<file path="config.mk">
export PLATFORM = sky130hd
export DESIGN_NAME = fifo_rd_unpack_32to16
export DESIGN_NICKNAME = d
export VERILOG_FILES = /design/src/rtl/fifo_rd_unpack_32to16.sv
export SDC_FILE = /design/constraint.sdc
export NUM_CORES = 1
export LEC_CHECK = 0
export CAP_MARGIN = 20
export CORE_UTILIZATION = 53
export DETAILED_ROUTE_END_ITERATION = 6
export PLACE_DENSITY = 0.8
export SYNTH_ARGS = -nofsm -noshare
export SYNTH_HDL_FRONTEND = slang
export SYNTH_SLANG_ARGS = --single-unit
</file>
<file path="constraint.sdc">
create_clock -name rd_clk -period 1.8 [get_ports rd_clk]
set_input_delay 0.36 -clock rd_clk [delete_from_list [all_inputs] [get_ports rd_clk]]
set_output_delay 0.36 -clock rd_clk [all_outputs]
set_load 0.005 [all_outputs]
</file>
<file path="src/rtl/fifo_rd_unpack_32to16.sv">
// fifo_rd_unpack_32to16
// Pulls 32-bit words from a show-ahead-less FIFO read port (data one cycle
// after the strobe) and emits them as a 16-bit pixel stream, low half first,
// with valid/ready handshake and sof/eol/eof framing markers.
// Optional feature: define UNPACK_UNDERRUN_CNT_EN to build the saturating
// starvation counter on underrun_cnt; otherwise underrun_cnt is tied to 0.
module fifo_rd_unpack_32to16 #(
    parameter int H_PIXELS = 1024,
    parameter int V_LINES  = 768
) (
    input  logic        rd_clk,
    input  logic        rd_rst_n,
    output logic        fifo_rd_en,
    input  logic [31:0] fifo_rd_data,
    input  logic        fifo_rd_empty,
    input  logic        flush,
    output logic [15:0] pix_data,
    output logic        pix_valid,
    input  logic        pix_ready,
    output logic        pix_sof,
    output logic        pix_eol,
    output logic        pix_eof,
    output logic [15:0] underrun_cnt
);

    localparam int HW = (H_PIXELS > 1) ? $clog2(H_PIXELS) : 1;
    localparam int VW = (V_LINES > 1) ? $clog2(V_LINES) : 1;
    localparam logic [HW-1:0] H_LAST = HW'(H_PIXELS - 1);
    localparam logic [VW-1:0] V_LAST = VW'(V_LINES - 1);

    logic          r_run;      // low in reset, high from the first edge after release
    logic [31:0]   r_cur;
    logic          r_cur_vld;
    logic          r_hsel;
    logic [31:0]   r_pf;
    logic          r_pf_vld;
    logic          r_pend;
    logic [HW-1:0] r_h_cnt;
    logic [VW-1:0] r_v_cnt;

    logic w_xfer;
    logic w_release;
    logic w_land;
    logic w_h_last;
    logic w_v_last;
    logic w_origin;

    assign w_xfer    = r_cur_vld && pix_ready;
    assign w_release = w_xfer && r_hsel;
    assign w_land    = r_pend;
    assign w_h_last  = (r_h_cnt == H_LAST);
    assign w_v_last  = (r_v_cnt == V_LAST);
    assign w_origin  = (r_h_cnt == '0) && (r_v_cnt == '0);

    assign fifo_rd_en = r_run && !fifo_rd_empty && !r_pend && !r_pf_vld && !flush;
    assign pix_valid  = r_cur_vld;
    assign pix_data   = r_hsel ? r_cur[31:16] : r_cur[15:0];
    assign pix_sof    = r_cur_vld && w_origin;
    assign pix_eol    = r_cur_vld && w_h_last;
    assign pix_eof    = r_cur_vld && w_h_last && w_v_last;

    // Word staging: fetch tracking, current word, prefetch slot and half select.
    always_ff @(posedge rd_clk or negedge rd_rst_n) begin
        if (!rd_rst_n) begin
            r_run     <= 1'b0;
            r_cur     <= '0;
            r_cur_vld <= 1'b0;
            r_hsel    <= 1'b0;
            r_pf      <= '0;
            r_pf_vld  <= 1'b0;
            r_pend    <= 1'b0;
        end else begin
            r_run <= 1'b1;
            if (flush) begin
                r_cur_vld <= 1'b0;
                r_pf_vld  <= 1'b0;
                r_pend    <= 1'b0;
                r_hsel    <= 1'b0;
            end else begin
                r_pend <= fifo_rd_en;
                if (w_xfer) begin
                    r_hsel <= ~r_hsel;
                end
                // An older prefetched word always refills cur before a landing word,
                // which then takes the prefetch slot; keeps order even if both coincide.
                if (w_release || !r_cur_vld) begin
                    if (r_pf_vld) begin
                        r_cur     <= r_pf;
                        r_cur_vld <= 1'b1;
                        if (w_land) begin
                            r_pf <= fifo_rd_data;
                        end else begin
                            r_pf_vld <= 1'b0;
                        end
                    end else if (w_land) begin
                        r_cur     <= fifo_rd_data;
                        r_cur_vld <= 1'b1;
                    end else begin
                        r_cur_vld <= 1'b0;
                    end
                end else if (w_land) begin
                    r_pf     <= fifo_rd_data;
                    r_pf_vld <= 1'b1;
                end
            end
        end
    end

    // Pixel position within the frame, advanced on each accepted pixel.
    always_ff @(posedge rd_clk or negedge rd_rst_n) begin
        if (!rd_rst_n) begin
            r_h_cnt <= '0;
            r_v_cnt <= '0;
        end else if (flush) begin
            r_h_cnt <= '0;
            r_v_cnt <= '0;
        end else if (w_xfer) begin
            if (w_h_last) begin
                r_h_cnt <= '0;
                r_v_cnt <= w_v_last ? '0 : r_v_cnt + VW'(1);
            end else begin
                r_h_cnt <= r_h_cnt + HW'(1);
            end
        end
    end

`ifdef UNPACK_UNDERRUN_CNT_EN
    logic [15:0] r_underrun_cnt;

    // Saturating count of cycles the sink was ready but no pixel was available
    // mid-frame; survives flush, cleared only by reset.
    always_ff @(posedge rd_clk or negedge rd_rst_n) begin
        if (!rd_rst_n) begin
            r_underrun_cnt <= '0;
        end else if (pix_ready && !r_cur_vld && !w_origin && (r_underrun_cnt != '1)) begin
            r_underrun_cnt <= r_underrun_cnt + 16'd1;
        end
    end

    assign underrun_cnt = r_underrun_cnt;
`else
    assign underrun_cnt = '0;
`endif

endmodule

</file>
==> impl_metrics.csv, run 1 <==
group,metric,value,unit
sta,maxSlewViolCount,0,
status,status,"finished, violations left",
route,wl_per_cell,17.80,µm
finish,syn2layout_area_growth,37.36,%
sta,finalHoldViolCount,0,
floorplanning,ios,74,
logic_synthesis,synth_compound_area_frac,0.08738,
setup_path,cp.required,1.44,ns
setup_path,worst-endpoint-arrival,1.61,ns
global_route,grt_pass1_vias,3599,
finish,final_nets,555,
logic_synthesis,yosys.cell_types.count,42,
logic_synthesis,synthAdderAreaFrac,0.01157,
route,vias,3546,
setup_path,crit_path_start_kind,"flip-flop",
clocking,clock_path_buffers,2,
sta,fin_ws,-0.1729,ns
route,postRouteAntennaNets,0,
floorplanning,core-area,7807,µm²
setup_path,rr_endpoint,"r_cur[10]",
finish,num_antenna_cells,0,
hold_path,hold_class,"input port to async pin",
logic_synthesis,synthArstFlopShare,1.000,
sta,finalCritPeriodShare,1.096,
clocking,cts_tree,"yes",
finish,design_area,5939,µm²
floorplanning,rows,32,
logic_synthesis,synthMuxAreaShare,0.1991,
clocking,clock_sinks,89,
power_and_ir_drop,ir_drop,770.1,µV
global_route,grt_pass1_wl,17190,µm
logic_synthesis,synth_top_family_by_area,"multiplexers",
finish,drive_gt1_frac,0.3526,
sta,fmax,506.9,MHz
route,m1WireLength,4621,µm
place,gp_congestion,0.8681,
route,drtPass1Iterations,4,
logic_synthesis,ys_top_cells_by_count,"dfrtp_1 (89), mux2_2 (48), nor2_1 (47)",
global_route,track_usage,0.2635,
logic_synthesis,synth.top_cell.area_share,0.5150,
sta,period_minus_slack,1.973,ns
setup_path,critPathKind,"flip-flop to primary output",
clocking,worstSkewPairLatency,0.37,ns
global_route,grt_antenna_before_repair,0,
route,met3_length,543,µm
setup_path,cpPeakStageDelay,0.41,ns
clocking,path_clk_slew,0.10,ns
setup_path,worstPathCellList,"buf_6, nand3_2, or2_4, nor4_2, buf_2",
global_route,gr-total-overflow,0,
logic_synthesis,synth_xor_area_frac,0.01418,
sta,slew_headroom,0.6049,
logic_synthesis,synthFlopType,"dfrtp_1",
logic_synthesis,yosys.area_share.simple,0.1195,
setup_path,crit_fanout,4,
power_and_ir_drop,power_density,804.8,nW/µm²
route,routed-wl-met2,5547,µm
route,drt-vias-per-instance,5.710,
finish,nFillCells,498,
place,place_ws,-0.3108,ns
sta,setup_viol,12,
sta,worst_pin_slew,0.5926,ns
global_route,grt_max_degree,65,
place,dpl.hpwl,6443,µm
clocking,root_buffer,"clkbuf_8",
setup_path,reg2reg_depth,9,
logic_synthesis,yosysWarnings,0,
setup_path,r2r-start,"r_hsel",
floorplanning,die-area,8524,µm²
route,maxUsedRoutingLayer,"met4",
logic_synthesis,synth_top_cell_by_area,"dfrtp_1",
setup_path,crit_path_end_kind,"primary output",
place,placed_cell_area,5345,µm²
route,drt-initial-drc-count,166,
logic_synthesis,synth_area_leaders,"dfrtp_1 (52%), mux2_2 (12%), mux2i_1 (7.4%)",
logic_synthesis,synthCells,389,
logic_synthesis,synth-seq-cells,89,
clocking,cts-htree-levels,3,
sta,clock-skew-final,0.01366,ns
status,violations,"negative setup slack",
setup_path,crit_slowest_cell,"dfrtp_1",
route,drcViolationCount,0,
power_and_ir_drop,leakage,2.659,nW
logic_synthesis,synth.most_common_cell,"dfrtp_1",
logic_synthesis,syn_area,4324,µm²
logic_synthesis,synth-edff-count,0,
floorplanning,start_util,0.5538,
logic_synthesis,synth.avg_cell_area,11.12,µm²
sta,grt_setup_unrepaired,"yes",
flow_run,max_cap_violations,0,
route,drt-total-wl,11050,µm
setup_path,r2r_slack,0.06,ns
power_and_ir_drop,power.total,4.780,mW
floorplanning,die-height,92.33,µm
place,port_buffers,57,
clocking,numCtsBuffers,9,
floorplanning,die_width,92.33,µm
logic_synthesis,yosysSeqAreaShare,0.5150,
[sequential cells by signal, summed over array words and instances, names as in the netlist]
name,cells
r_cur,32
pix_valid,1
r_pf_vld,1
r_v_cnt,10
r_h_cnt,10
r_run,1
r_pf,32
r_pend,1
r_hsel,1
[area by class of cell]
class                           instances  area (µm²)  share of cell area
Sequential cell                        89        2230              0.3754
Multi-Input combinational cell        274        2082              0.3505
Tap cell                              102       127.6             0.02149
Inverter                                7       26.28            0.004424
Timing Repair Buffer                  133        1289              0.2170
Clock inverter                          6       57.56            0.009690
Clock buffer                           10       127.6             0.02149
[layout by cell type, fill, tap and decap left out, types with 3 or more instances in the layout]
| cell | count |
|---|---|
| a21oi_1 | 39 |
| a22o_1 | 4 |
| and3_1 | 3 |
| buf_12 | 6 |
| buf_2 | 6 |
| buf_4 | 59 |
| buf_6 | 21 |
| clkbuf_8 | 9 |
| clkdlybuf4s50_1 | 35 |
| conb_1 | 17 |
| dfrtp_1 | 87 |
| inv_1 | 7 |
| inv_6 | 3 |
| mux2_2 | 35 |
| mux2_4 | 13 |
| mux2i_1 | 32 |
| nand2_1 | 10 |
| nand3_1 | 8 |
| nand4_1 | 7 |
| nor2_1 | 46 |
| nor3_1 | 9 |
| nor4_1 | 3 |
| nor4_2 | 3 |
| o21ai_0 | 5 |
| o21ai_2 | 4 |
| xnor2_1 | 4 |
| xor2_1 | 3 |
[how the worst max path moves through the flow]
stage	from	endpoint	cells after the start
6_report	r_v_cnt[4]	pix_eof	5
5_1_grt	r_v_cnt[7]	pix_sof	5
4_1_cts	r_v_cnt[7]	pix_sof	5
3_5_place_dp	pix_ready	r_v_cnt[7]	6
3_3_place_gp	pix_ready	r_v_cnt[7]	6
2_1_floorplan	pix_valid	r_pf[10]	5
[report_power, final]
part	leakage [nW]	switching, mW	internal [mW]
Sequential	1.13	0.175	2.28
Clock	0.0957	0.799	0.540
Combinational	1.44	0.393	0.597
[critical path: cells and delay by family (launching register included)]
| kind | cells | cell delay (ns) |
|---|---|---|
| buf+inv | 2 | 0.27 |
| simple gates | 3 | 0.58 |
| flops | 1 | 0.41 |
[per-stage QoR]
stage | instances | setup TNS, ns | utilization | hold slack, ns
2_1_floorplan | 404 | 0 | - | 0.06441
3_3_place_gp | 583 | -16.12 | 0.6846 | 0.2668
3_5_place_dp | 583 | -19.05 | 0.6846 | 0.2681
4_1_cts | 614 | -1.221 | 0.7421 | 0.4196
5_1_grt | 621 | -1.774 | 0.7607 | 0.4309
6_report | 621 | -1.145 | 0.7607 | 0.4143
[kinds of logic (layout without fill, tap and decap cells)]
family	count (synthesis)	count (layout)
AND/OR/NAND/NOR	104	104
flip-flops	89	89
multiplexers	80	80
AO/OA/AOI/OAI	62	62
buffers and inverters	41	156
XOR/XNOR	7	7
adder cells (fa/ha/maj)	4	4
other	2	17
[per-layer routing]
layer | up-vias | track usage
met1 | 1795 | 0.3240
met3 | 32 | 0.07800
li1 | 1601 | -
met4 | 0 | 0.08724
met2 | 118 | 0.4438
met5 | - | 0
[what timing repair did]
item / in CTS / in global routing
cloned: 2 / 3
endpoints found under the setup margin: 25 / 67
hold buffers: 1 / 0
endpoints found under the hold margin: 20 / 0
buffers inserted: 14 / 6
pin swaps: 10 / 11
gates resized for setup: 119 / 19
No activity file was read; power rests on OpenSTA's default activity.
==> run 2, diff against run 1 <==
HOLD_SLACK_MARGIN = 0.08   (was not set)
RECOVER_POWER = 25   (was not set)
clock period = 1.85 ns   (was 1.8 ns; I/O delays follow)
==> run 2 against run 1 <==
The flow still finishes with violations (negative setup slack). Cell count is 1.1% lower. Register-to-register slack worse by 0.03 ns. Sequential power is 3% lower. Sequential share of layout area is 1.6 points higher. Worst hold slack better by 0.096 ns. Critical path depth stayed put. Sequential cell count stayed put. Global-route usage is 2.4 points lower. Final area is 4.1% lower. Largest cell class unchanged.
==> impl_metrics.csv, run 2 (same netlist as run 1, synthesis figures left out) <==
group,metric,value,unit
sta,maxSlewViolCount,0,
power_and_ir_drop,p_sw,1.202,mW
power_and_ir_drop,leakage,2.540,nW
sta,finalHoldViolCount,0,
global_route,track_usage,0.2397,
route,routed-wl-met2,5260,µm
clocking,worstSkewPairLatency,0.35,ns
clocking,path_clk_slew,0.09,ns
setup_path,crit_fanout,2,
setup_path,worst-endpoint-arrival,1.64,ns
finish,nFillCells,539,
sta,finalCritPeriodShare,1.089,
flow_run,max_cap_violations,0,
sta,slew_headroom,0.3715,
setup_path,cp.required,1.48,ns
floorplanning,start_util,0.5538,
global_route,gr-total-overflow,0,
power_and_ir_drop,ir_drop,476.6,µV
place,placed_cell_area,5323,µm²
route,drt-initial-drc-count,177,
route,vias,3341,
sta,worst_pin_slew,0.9428,ns
sta,fin_ws,-0.1638,ns
setup_path,critPathKind,"flip-flop to primary output",
clocking,clock_sinks,89,
sta,fmax,496.6,MHz
route,drtPass1Iterations,4,
sta,grt_setup_unrepaired,"yes",
global_route,grt_antenna_before_repair,0,
status,status,"finished, violations left",
power_and_ir_drop,seqPwrFrac,0.513,
setup_path,crit_path_start_kind,"flip-flop",
floorplanning,die-area,8524,µm²
route,drcViolationCount,0,
power_and_ir_drop,pwr-share-clk,0.319,
route,m1WireLength,4374,µm
floorplanning,die_width,92.33,µm
clocking,cts-htree-levels,3,
sta,setup_viol,2,
clocking,clock_path_buffers,2,
floorplanning,rows,32,
route,maxUsedRoutingLayer,"met4",
finish,drive_gt1_frac,0.3301,
finish,top_regs,"r_cur (32), r_pf (32)",
sta,clock-skew-final,0.01515,ns
power_and_ir_drop,power_density,811.2,nW/µm²
power_and_ir_drop,pwr-share-comb,0.168,
route,drt-vias-per-instance,5.441,
power_and_ir_drop,power.total,4.620,mW
finish,syn2layout_area_growth,31.71,%
clocking,numCtsBuffers,9,
global_route,grt_max_degree,65,
global_route,grt_pass1_vias,3430,
power_and_ir_drop,p_int,3.418,mW
finish,final_nets,548,
finish,layout_commonest_cell,"dfrtp_1",
clocking,cts_tree,"yes",
status,violations,"negative setup slack",
route,postRouteAntennaNets,0,
floorplanning,ios,74,
route,drt-total-wl,10150,µm
global_route,grt_pass1_wl,15950,µm
sta,period_minus_slack,2.014,ns
place,port_buffers,57,
finish,layout_common_cells,"dfrtp_1 (86), buf_4 (57), nor2_1 (46)",
route,wl_per_cell,16.52,µm
floorplanning,die-height,92.33,µm
clocking,root_buffer,"clkbuf_8",
place,dpl.hpwl,6355,µm
route,met3_length,407,µm
finish,design_area,5695,µm²
hold_path,hold_class,"flip-flop to flip-flop",
floorplanning,core-area,7807,µm²
finish,num_antenna_cells,0,
place,gp_congestion,0.8536,
power_and_ir_drop,switching_share,0.2602,
setup_path,crit_path_end_kind,"primary output",
==> run 2: power by group through the flow <==
stage	sequential, mW	combinational [mW]	clock, mW
2_1_floorplan	2.34	0.445	0
3_3_place_gp	2.38	0.801	0
3_5_place_dp	2.39	0.831	0
4_1_cts	2.36	0.780	1.49
5_1_grt	2.40	0.864	1.56
6_report	2.37	0.778	1.47
==> run 2: layout make-up <==
cell class              count  area [µm²]  area share
clock inverters             6       90.09     0.01582
multi-input cells         274        2001      0.3513
well taps                 102       127.6     0.02241
clock buffers              10       127.6     0.02241
repair buffers            126        1092      0.1918
flip-flops and latches     89        2231      0.3917
inverters                   7       26.28    0.004613
==> run 2: worst paths after layout <==
check,startpoint,endpoint,slack (ns),cells after the start
worst max-delay path,r_h_cnt[9],pix_eof,-0.16,5
worst min-delay path,r_run,r_pend,0.51,1
worst max register to register,r_v_cnt[1],r_v_cnt[7],0.03,8
worst min register to register,r_run,r_pend,0.51,1
max in group asynchronous,rd_rst_n,r_cur[22],0.23,3
min in group asynchronous,rd_rst_n,pix_valid,0.68,2
==> run 2: worst max-delay path, stage by stage (launching register included) <==
cell and delay, ns:
dfrtp_1 0.36, and4_4 0.24, nand4_1 0.13, buf_4 0.17
nor4_2 0.25, buf_2 0.16
==> run 2: stage by stage <==
step           setup WS [ns]  TNS [ns]  std cells  utilization  hold WS (ns)
5_1_grt              -0.2265    -2.149        614       0.7295        0.5249
3_5_place_dp         -0.2677    -15.78        580       0.6817        0.2513
3_3_place_gp         -0.2381    -13.28        580       0.6817        0.2527
6_report             -0.1638   -0.2720        614       0.7295        0.5103
4_1_cts              -0.2261   -0.4136        610       0.7223        0.4157
2_1_floorplan         0.2050         0        404            -       0.07441
==> run 2: timing repair <==
action | 4_1_cts | 5_1_grt
pin swaps | 8 | 6
endpoints found under the hold margin | 15 | 0
gates resized for setup | 95 | 5
hold buffers | 1 | 0
setup endpoints to repair | 20 | 19
setup buffers | 13 | 4
gates cloned | 1 | 2
==> run 2: routing by layer <==
layer | global-route usage | up-vias
met1 | 0.3075 | 1663
met3 | 0.04187 | 12
met4 | 0.09115 | 0
met2 | 0.4056 | 78
li1 | - | 1588
met5 | 0 | -
